### config.mk
export PLATFORM = sky130hd
export DESIGN_NAME = pcpi_custom_alu
export DESIGN_NICKNAME = d
export VERILOG_FILES = /design/src/rtl/pcpi_custom_alu.sv
export SDC_FILE = /design/constraint.sdc
export NUM_CORES = 1
export LEC_CHECK = 0
export ABC_CLOCK_PERIOD_IN_PS = 4550
export CAP_MARGIN = 5
export CELL_PAD_IN_SITES_DETAIL_PLACEMENT = 1
export CELL_PAD_IN_SITES_GLOBAL_PLACEMENT = 1
export CORE_ASPECT_RATIO = 0.75
export CORE_MARGIN = 2
export CORE_UTILIZATION = 40
export DETAILED_ROUTE_END_ITERATION = 8
export GPL_ROUTABILITY_DRIVEN = 1
export PLACE_DENSITY_LB_ADDON = 0.1
export SLEW_MARGIN = 15
export SYNTH_ARGS = -nofsm -noshare
export SYNTH_HDL_FRONTEND = slang
export SYNTH_SLANG_ARGS = --single-unit
### constraint.sdc
create_clock -name clk -period 4.55 [get_ports clk]
set_clock_uncertainty 0.2 [all_clocks]
set_input_delay 0.6825 -clock clk [delete_from_list [all_inputs] [get_ports clk]]
set_output_delay 0.6825 -clock clk [all_outputs]
set_load 0.05 [all_outputs]
### src/rtl/pcpi_custom_alu.sv
// PCPI coprocessor for picorv32: a multi-op ALU selected by funct3, with a fixed execution latency.
// Define PCPI_CUSTOM_ALU_ACC_EN to add the funct3=111 accumulate op and its accumulator register.
module pcpi_custom_alu #(
  parameter logic [6:0]  OPCODE  = 7'b0001011,
  parameter logic [6:0]  FUNCT7  = 7'b0000001,
  parameter logic [7:0]  OP_MASK = 8'h7F,
  parameter int unsigned LATENCY = 2
) (
  input  logic        clk,
  input  logic        resetn,
  input  logic        pcpi_valid,
  input  logic [31:0] pcpi_insn,
  input  logic [31:0] pcpi_rs1,
  input  logic [31:0] pcpi_rs2,
  output logic        pcpi_wr,
  output logic [31:0] pcpi_rd,
  output logic        pcpi_wait,
  output logic        pcpi_ready,
  output logic        busy
);

  localparam int unsigned LAT_EFF  = (LATENCY == 0) ? 1 : LATENCY;
  localparam logic [3:0]  CNT_LOAD = 4'(LAT_EFF - 1);
`ifdef PCPI_CUSTOM_ALU_ACC_EN
  localparam logic [7:0]  OP_EN    = OP_MASK;
`else
  localparam logic [7:0]  OP_EN    = OP_MASK & 8'h7F;
`endif

  typedef enum logic [1:0] {IDLE, EXEC, DONE, GAP} state_t;

  state_t      state, state_next;
  logic [31:0] rs1_q, rs2_q;
  logic [2:0]  funct3_q;
  logic [3:0]  cnt;
  logic [31:0] result;
  logic [63:0] rot_dbl;
  logic        match;
  logic        unused_insn_bits;
`ifdef PCPI_CUSTOM_ALU_ACC_EN
  logic [31:0] acc;
`endif

  assign unused_insn_bits = ^{pcpi_insn[24:15], pcpi_insn[11:7]};

  assign match = pcpi_valid && (pcpi_insn[6:0] == OPCODE) &&
                 (pcpi_insn[31:25] == FUNCT7) && OP_EN[pcpi_insn[14:12]];

  always_comb begin
    result  = '0;
    // Rotate-left: upper half of the doubled word shifted left.
    rot_dbl = {rs1_q, rs1_q} << rs2_q[4:0];
    case (funct3_q)
      3'b000: result = rs1_q + rs2_q;
      3'b001: result = rs1_q - rs2_q;
      3'b010: result = rs1_q ^ rs2_q;
      3'b011: result = rs1_q & rs2_q;
      3'b100: result = rs1_q | rs2_q;
      3'b101: result = rs1_q << rs2_q[4:0];
      3'b110: result = rot_dbl[63:32];
`ifdef PCPI_CUSTOM_ALU_ACC_EN
      3'b111: result = (rs2_q[0] ? 32'd0 : acc) + rs1_q;
`endif
      default: result = '0;
    endcase
  end

  always_ff @(posedge clk or negedge resetn) begin
    if (!resetn) begin
      state <= IDLE;
    end else begin
      state <= state_next;
    end
  end

  always_comb begin
    state_next = state;
    pcpi_wait  = 1'b0;
    pcpi_ready = 1'b0;
    pcpi_wr    = 1'b0;
    busy       = 1'b1;
    case (state)
      IDLE: begin
        busy = 1'b0;
        if (match) state_next = EXEC;
      end
      EXEC: begin
        pcpi_wait = 1'b1;
        // A dropped valid aborts even on the final count.
        if (!pcpi_valid)    state_next = IDLE;
        else if (cnt == '0) state_next = DONE;
      end
      DONE: begin
        pcpi_ready = 1'b1;
        pcpi_wr    = 1'b1;
        state_next = GAP;
      end
      GAP:     state_next = IDLE;
      default: state_next = IDLE;
    endcase
  end

  always_ff @(posedge clk or negedge resetn) begin
    if (!resetn) begin
      rs1_q    <= '0;
      rs2_q    <= '0;
      funct3_q <= '0;
      cnt      <= '0;
      pcpi_rd  <= '0;
`ifdef PCPI_CUSTOM_ALU_ACC_EN
      acc      <= '0;
`endif
    end else begin
      if (state == IDLE && match) begin
        rs1_q    <= pcpi_rs1;
        rs2_q    <= pcpi_rs2;
        funct3_q <= pcpi_insn[14:12];
        cnt      <= CNT_LOAD;
      end
      if (state == EXEC && pcpi_valid) begin
        if (cnt == '0) begin
          pcpi_rd <= result;
`ifdef PCPI_CUSTOM_ALU_ACC_EN
          if (funct3_q == 3'b111) acc <= result;
`endif
        end else begin
          cnt <= cnt - 4'd1;
        end
      end
    end
  end

endmodule

# [After elaboration in Yosys (flattened, before gate mapping)]
# Memory sizes are Yosys's and may differ from the RTL's.
# Cells that the tools add are included.
[word_totals] romBits=8 output_inout_bits=36 in_bits=99 mem_count=1 ramBits=0 elab_cells=51 latchBits=0 ff_bits=105
[mem_list] memory="(name not given)" depth=8 word_bits=1 rd=1 rd_ports_with_merged_regs=0 write_ports=0 line_no="47" source="(pcpi_insn[31:25] == FUNCT7) && OP_EN[pcpi_insn[14:12]];"
[op_classes] shift=2 magnitude_cmp=1 n_div=0 n_mul=0 add_sub_neg=3 bitwise_logic=3 muxes=12 n_eq_ne=13 reduce_logical=10
[op_table] op="$pmux W32 S7" n=1
[op_table] op="$shl A64 B5 Y64" n=1
[op_table] op="$add A32 B32 Y32" n=1
[op_table] op="$and A32 B32 Y32" n=1
[op_table] op="$or A32 B32 Y32" n=1
[op_table] op="$shl A32 B5 Y32" n=1
[op_table] op="$sub A32 B32 Y32" n=1
[op_table] op="$xor A32 B32 Y32" n=1
[op_table] op="$mux W4" n=3
[op_table] op="$eq A3 B3 Y1 const B" n=3
[op_table] op="$pmux W2 S4" n=1
[op_table] op="$eq A7 B1 Y1 const B" n=1
[op_table] op="$eq A7 B4 Y1 const B" n=1
[op_table] op="$eq A3 B2 Y1 const B" n=2
[op_table] op="$mux W2" n=3
[op_table] op="$logic_and A1 B1 Y1" n=5
[op_table] op="$eq A2 B2 Y1 const B" n=2
[op_table] op="$logic_not A4 Y1" n=1
[op_table] op="$lt A3 B4 Y1 const B" n=1
[op_table] op="$mux W1" n=4
[op_table] op="$reduce_and A2 Y1" n=2
[op_table] op="$sub A4 B1 Y4 const B" n=1
[op_table] op="$eq A3 B1 Y1 const B" n=1
[op_table] op="$logic_not A3 Y1" n=1
[op_table] op="4 further kinds" n=4

# [Logic depth before layout (Yosys ltp)]
[depth] ltp_word=8 depth_mapped=18 mapped_depth_nobuf=16

# [Worst setup path after synthesis]
# Ideal clock, no wire load.
[synth_path] kind="register to register" startpoint="register rs2_q[1]" endpoint="register pcpi_rd[31]" period_less_slack_ns=4.225 path_buffers=2 setup_ns=0.124 path_slack_ns=0.325 required_time_ns=4.226 stages_incl_launch_ff=19 arrival_ns=3.901 path_cell_list="dfrtp_1 buf_2 inv_2 buf_2 ha_1 nand3_2 or3_4 or3_4 o21ai_1 xnor2_1 ha_1 nand2_1 a21oi_1 a221oi_1 nand3b_1 o211ai_1 a31oi_1 nor4_1 a211o_1"
[synth_via] elab_chain_len=2 word_cells_on_any_way=5 cone_classes="add/sub: 2; shift: 2; mux: 1"
[synth_rtl] element="start, declared" line_no="33" source="logic [31:0] rs1_q, rs2_q;"
[synth_rtl] element="start signal, assigned" line_no="116" source="rs2_q <= pcpi_rs2;"
[synth_rtl] element="$sub A32 B32 Y32, or another cell as far along" line_no="55" source="3'b001: result = rs1_q - rs2_q;"
[synth_rtl] element="$pmux W32 S7 (*)" line_no="53" source="case (funct3_q)"
[synth_rtl] element="end signal, assigned" line_no="122" source="pcpi_rd <= result;"
[synth_rtl] element="end, declared" line_no="16" source="output logic [31:0] pcpi_rd,"
# Mark *: on every way between the ends. The rest lies on a longest branch, timed or not.
# A chain may end at the register's enable or synchronous reset.

# [Worst setup path after layout]
[layout_path] startpoint="register rs2_q[4]" endpoint="register pcpi_rd[31]"
# Same word-level chain as after synthesis.

==> run metrics <==
status finished clean; die area about 0.028 mm²; core area roughly 0.026 mm²; initial antenna violation count 1; met2 usage around 46%; gr ovfl total 0; Worst Setup Start Kind flop; final hold vios 0; # IOs about 140; clock-pin slew on the worst setup and hold paths around 0.08 ns; post-synth top area share around 25%; post-place setup slack 0.147 ns; Routed WL per cell roughly 26 µm; number of synthesized flops with an enable pin 0; CTS buffer count 9; Storage cell area 0.00263 mm²; compound-cell area share of the yosys netlist approximately 26%; worst hold margin 0.283 ns; data required time of the worst path 4.67 ns; initial core utilization about two fifths; crit path kind flop to flop; Peak VDD IR approximately 370 µV; Hold Crit Class flop to flop; register area share after synthesis between 20% and 30%; Most used DFF post-synth dfrtp_1; pwr/cell area 287 mW/mm²; GRT Overall Usage 33.6%; number of synthesized register bits around 110; worst path arrival time 4.54 ns; GRT busiest layer met1; Tmin final between 4 and 5 ns; 1st-iter DRT viols about 900; RSZ-0062 raised after global routing false; die width between 150 and 200 µm; row cnt between 50 and 60; RD Place Congestion between 0.9 and 1; Post-Syn Instances ~1300; Synth Net Count 1530; Area Growth Syn to Fin 18.1%; P_leak between 5 and 6 nW; final total power 3.59 mW; most frequent cells after synthesis nand2_1 (169), o21ai_0 (145), nor2_1 (113); DR vias around 11000; largest net degree at the start of global routing between 100 and 150; post-synth top area cell dfrtp_1; crit path max fanout 6; Layout Nets approximately 1600; Rel. slew slack between 20 and 25%; routing usage on met1 around half; clk_lat worst skew ~0.38 ns; Final WS setup 0.125 ns; Final Setup Violations 0; TNS Setup 0 ns; Avg Inst Size Synth 7.95 µm²; highest clock rate 0.226 GHz; worst-margin pin slew about 1.2 ns; IO buf count ~120; DRT Pass-1 Iters 5; netlist area before placement 0.0106 mm²; Final Util 48.2%; Synth cell types 80; Detail Placement HPWL 36.1 mm; first-pass GRT wire length roughly 70 mm; synth top area cells dfrtp_1 (25%), ha_1 (12%), o21ai_0 (6.9%); ys async rst share 100%; Root Buffer clkbuf_16; Antenna Nets Post-Route 0; top-count cell post-synth nand2_1; Fill cells around 3100; Die Span Y 145 µm; share of cells above drive strength 1 under 10%; number of global-route vias before repair around 11000; area of the multi-input gates 0.00736 mm²; antenna cells 0; htree depth 3; clock buffer depth 2; simple-gate area share of the yosys netlist 17.1%; CTS tree built; critical path endpoint category flop; Post-Synth Adder-Cell Area 11.8%; WL final ~46 mm; final worst-path cycle share a little over nine tenths; DR DRC count 0; met3 usage a little under an eighth; Final Slew Violations 0; Yosys warning total 0; multiplexer share of the synthesized area under 10%; Via-to-Cell Ratio roughly 6.2; Max-cap violations 0; Synth Area in XOR/XNOR 4.62%; largest family of logic cells by synthesized area compound AO/OA/AOI/OAI gates; CTS sink cnt 105
## placed cells by master, fill, tap and decap left out, drive strengths merged, types with 10 or more instances in the layout
cell type,count
nand2,169
o21ai,155
clkdlybuf4s50,118
nor2,113
dfrtp,105
ha,98
a21oi,83
inv,75
mux2i,57
xnor2,45
buf,40
mux2,37
nor3,22
a211oi,22
a31oi,21
o22ai,20
a221oi,20
a21o,13
nand3,13
o211ai,12
a221o,12
o221ai,11
xor2,10
## where the power goes
part | leakage [nW] | internal (mW) | switching, mW
clock | 0.148 | 0.433 | 0.423
combinational | 4.17 | 0.543 | 0.946
sequential | 1.05 | 1.10 | 0.149
## final timing paths
check | slack [ns] | to | cells past startpoint | from
max in group asynchronous | 2.62 | rs2_q[20]$_DFFE_PN0P_ | 3 | resetn
worst max register to register | 0.12 | pcpi_rd[31]$_DFFE_PN0P_ | 14 | rs2_q[4]$_DFFE_PN0P_
worst min-delay path | 0.28 | pcpi_rd[1]$_DFFE_PN0P_ | 2 | pcpi_rd[1]$_DFFE_PN0P_
min in group asynchronous | 0.55 | rs1_q[1]$_DFFE_PN0P_ | 2 | resetn
worst max-delay path | 0.12 | pcpi_rd[31]$_DFFE_PN0P_ | 14 | rs2_q[4]$_DFFE_PN0P_
worst min register to register | 0.28 | pcpi_rd[1]$_DFFE_PN0P_ | 2 | pcpi_rd[1]$_DFFE_PN0P_
## flip-flops by register name, summed over array words and instances (netlist names), named ones only
signal / count
rs1_q: 32
pcpi_rd: 32
state: 1
funct3_q: 3
cnt: 4
rs2_q: 32
## metal layers
| layer | vias to the layer above | wire [µm] |
|---|---|---|
| li1 | 5005 | - |
| met1 | 5453 | 22000 |
| met2 | 444 | 18800 |
| met3 | 43 | 4970 |
| met4 | 0 | 738 |
| met5 | - | 0 |
## critical path: stages (launching register included)
cell and delay (ns):
dfrtp_1 0.41, nor4_4 0.33, nand3_2 0.18, or3_4 0.44, or3_4 0.39, o41ai_2 0.24
xnor2_1 0.13, ha_1 0.44, and3_1 0.33, nand3_1 0.10, o211ai_1 0.41, a31oi_1 0.18
buf_4 0.18, nor4_1 0.26, a211o_1 0.13
## through the flow
stage	cell area (µm²)	cells
finish	12500	1769
global route	12500	1769
CTS	12500	1768
detailed placement	12200	1752
global placement	12200	1752
floorplan	10600	1332
## cell type report
| cell class | instances | area share [%] |
|---|---|---|
| multi-input cells | 1073 | 58.9 |
| flip-flops and latches | 105 | 21.0 |
| repair buffers | 159 | 12.1 |
| well taps | 344 | 3.44 |
| inverters | 73 | 2.19 |
| clock buffers | 9 | 1.80 |
| clock inverters | 6 | 0.580 |
## logic make-up (layout without fill, tap and decap cells)
family | count (synthesis) | count (layout)
compound gates | 429 | 429
simple gates | 393 | 393
buf+inv | 154 | 247
flops | 105 | 105
fa+ha+maj | 99 | 99
mux | 97 | 97
xor+xnor | 55 | 55
## timing repair
| item | in CTS | in global routing |
|---|---|---|
| endpoints found under the setup margin | 0 | 4 |
| resized for setup | 0 | 2 |
| setup buffers | 0 | 1 |
| endpoints found under the hold margin | 18 | 0 |
| hold buffers | 1 | 0 |
(Power assumes the default switching activity.)
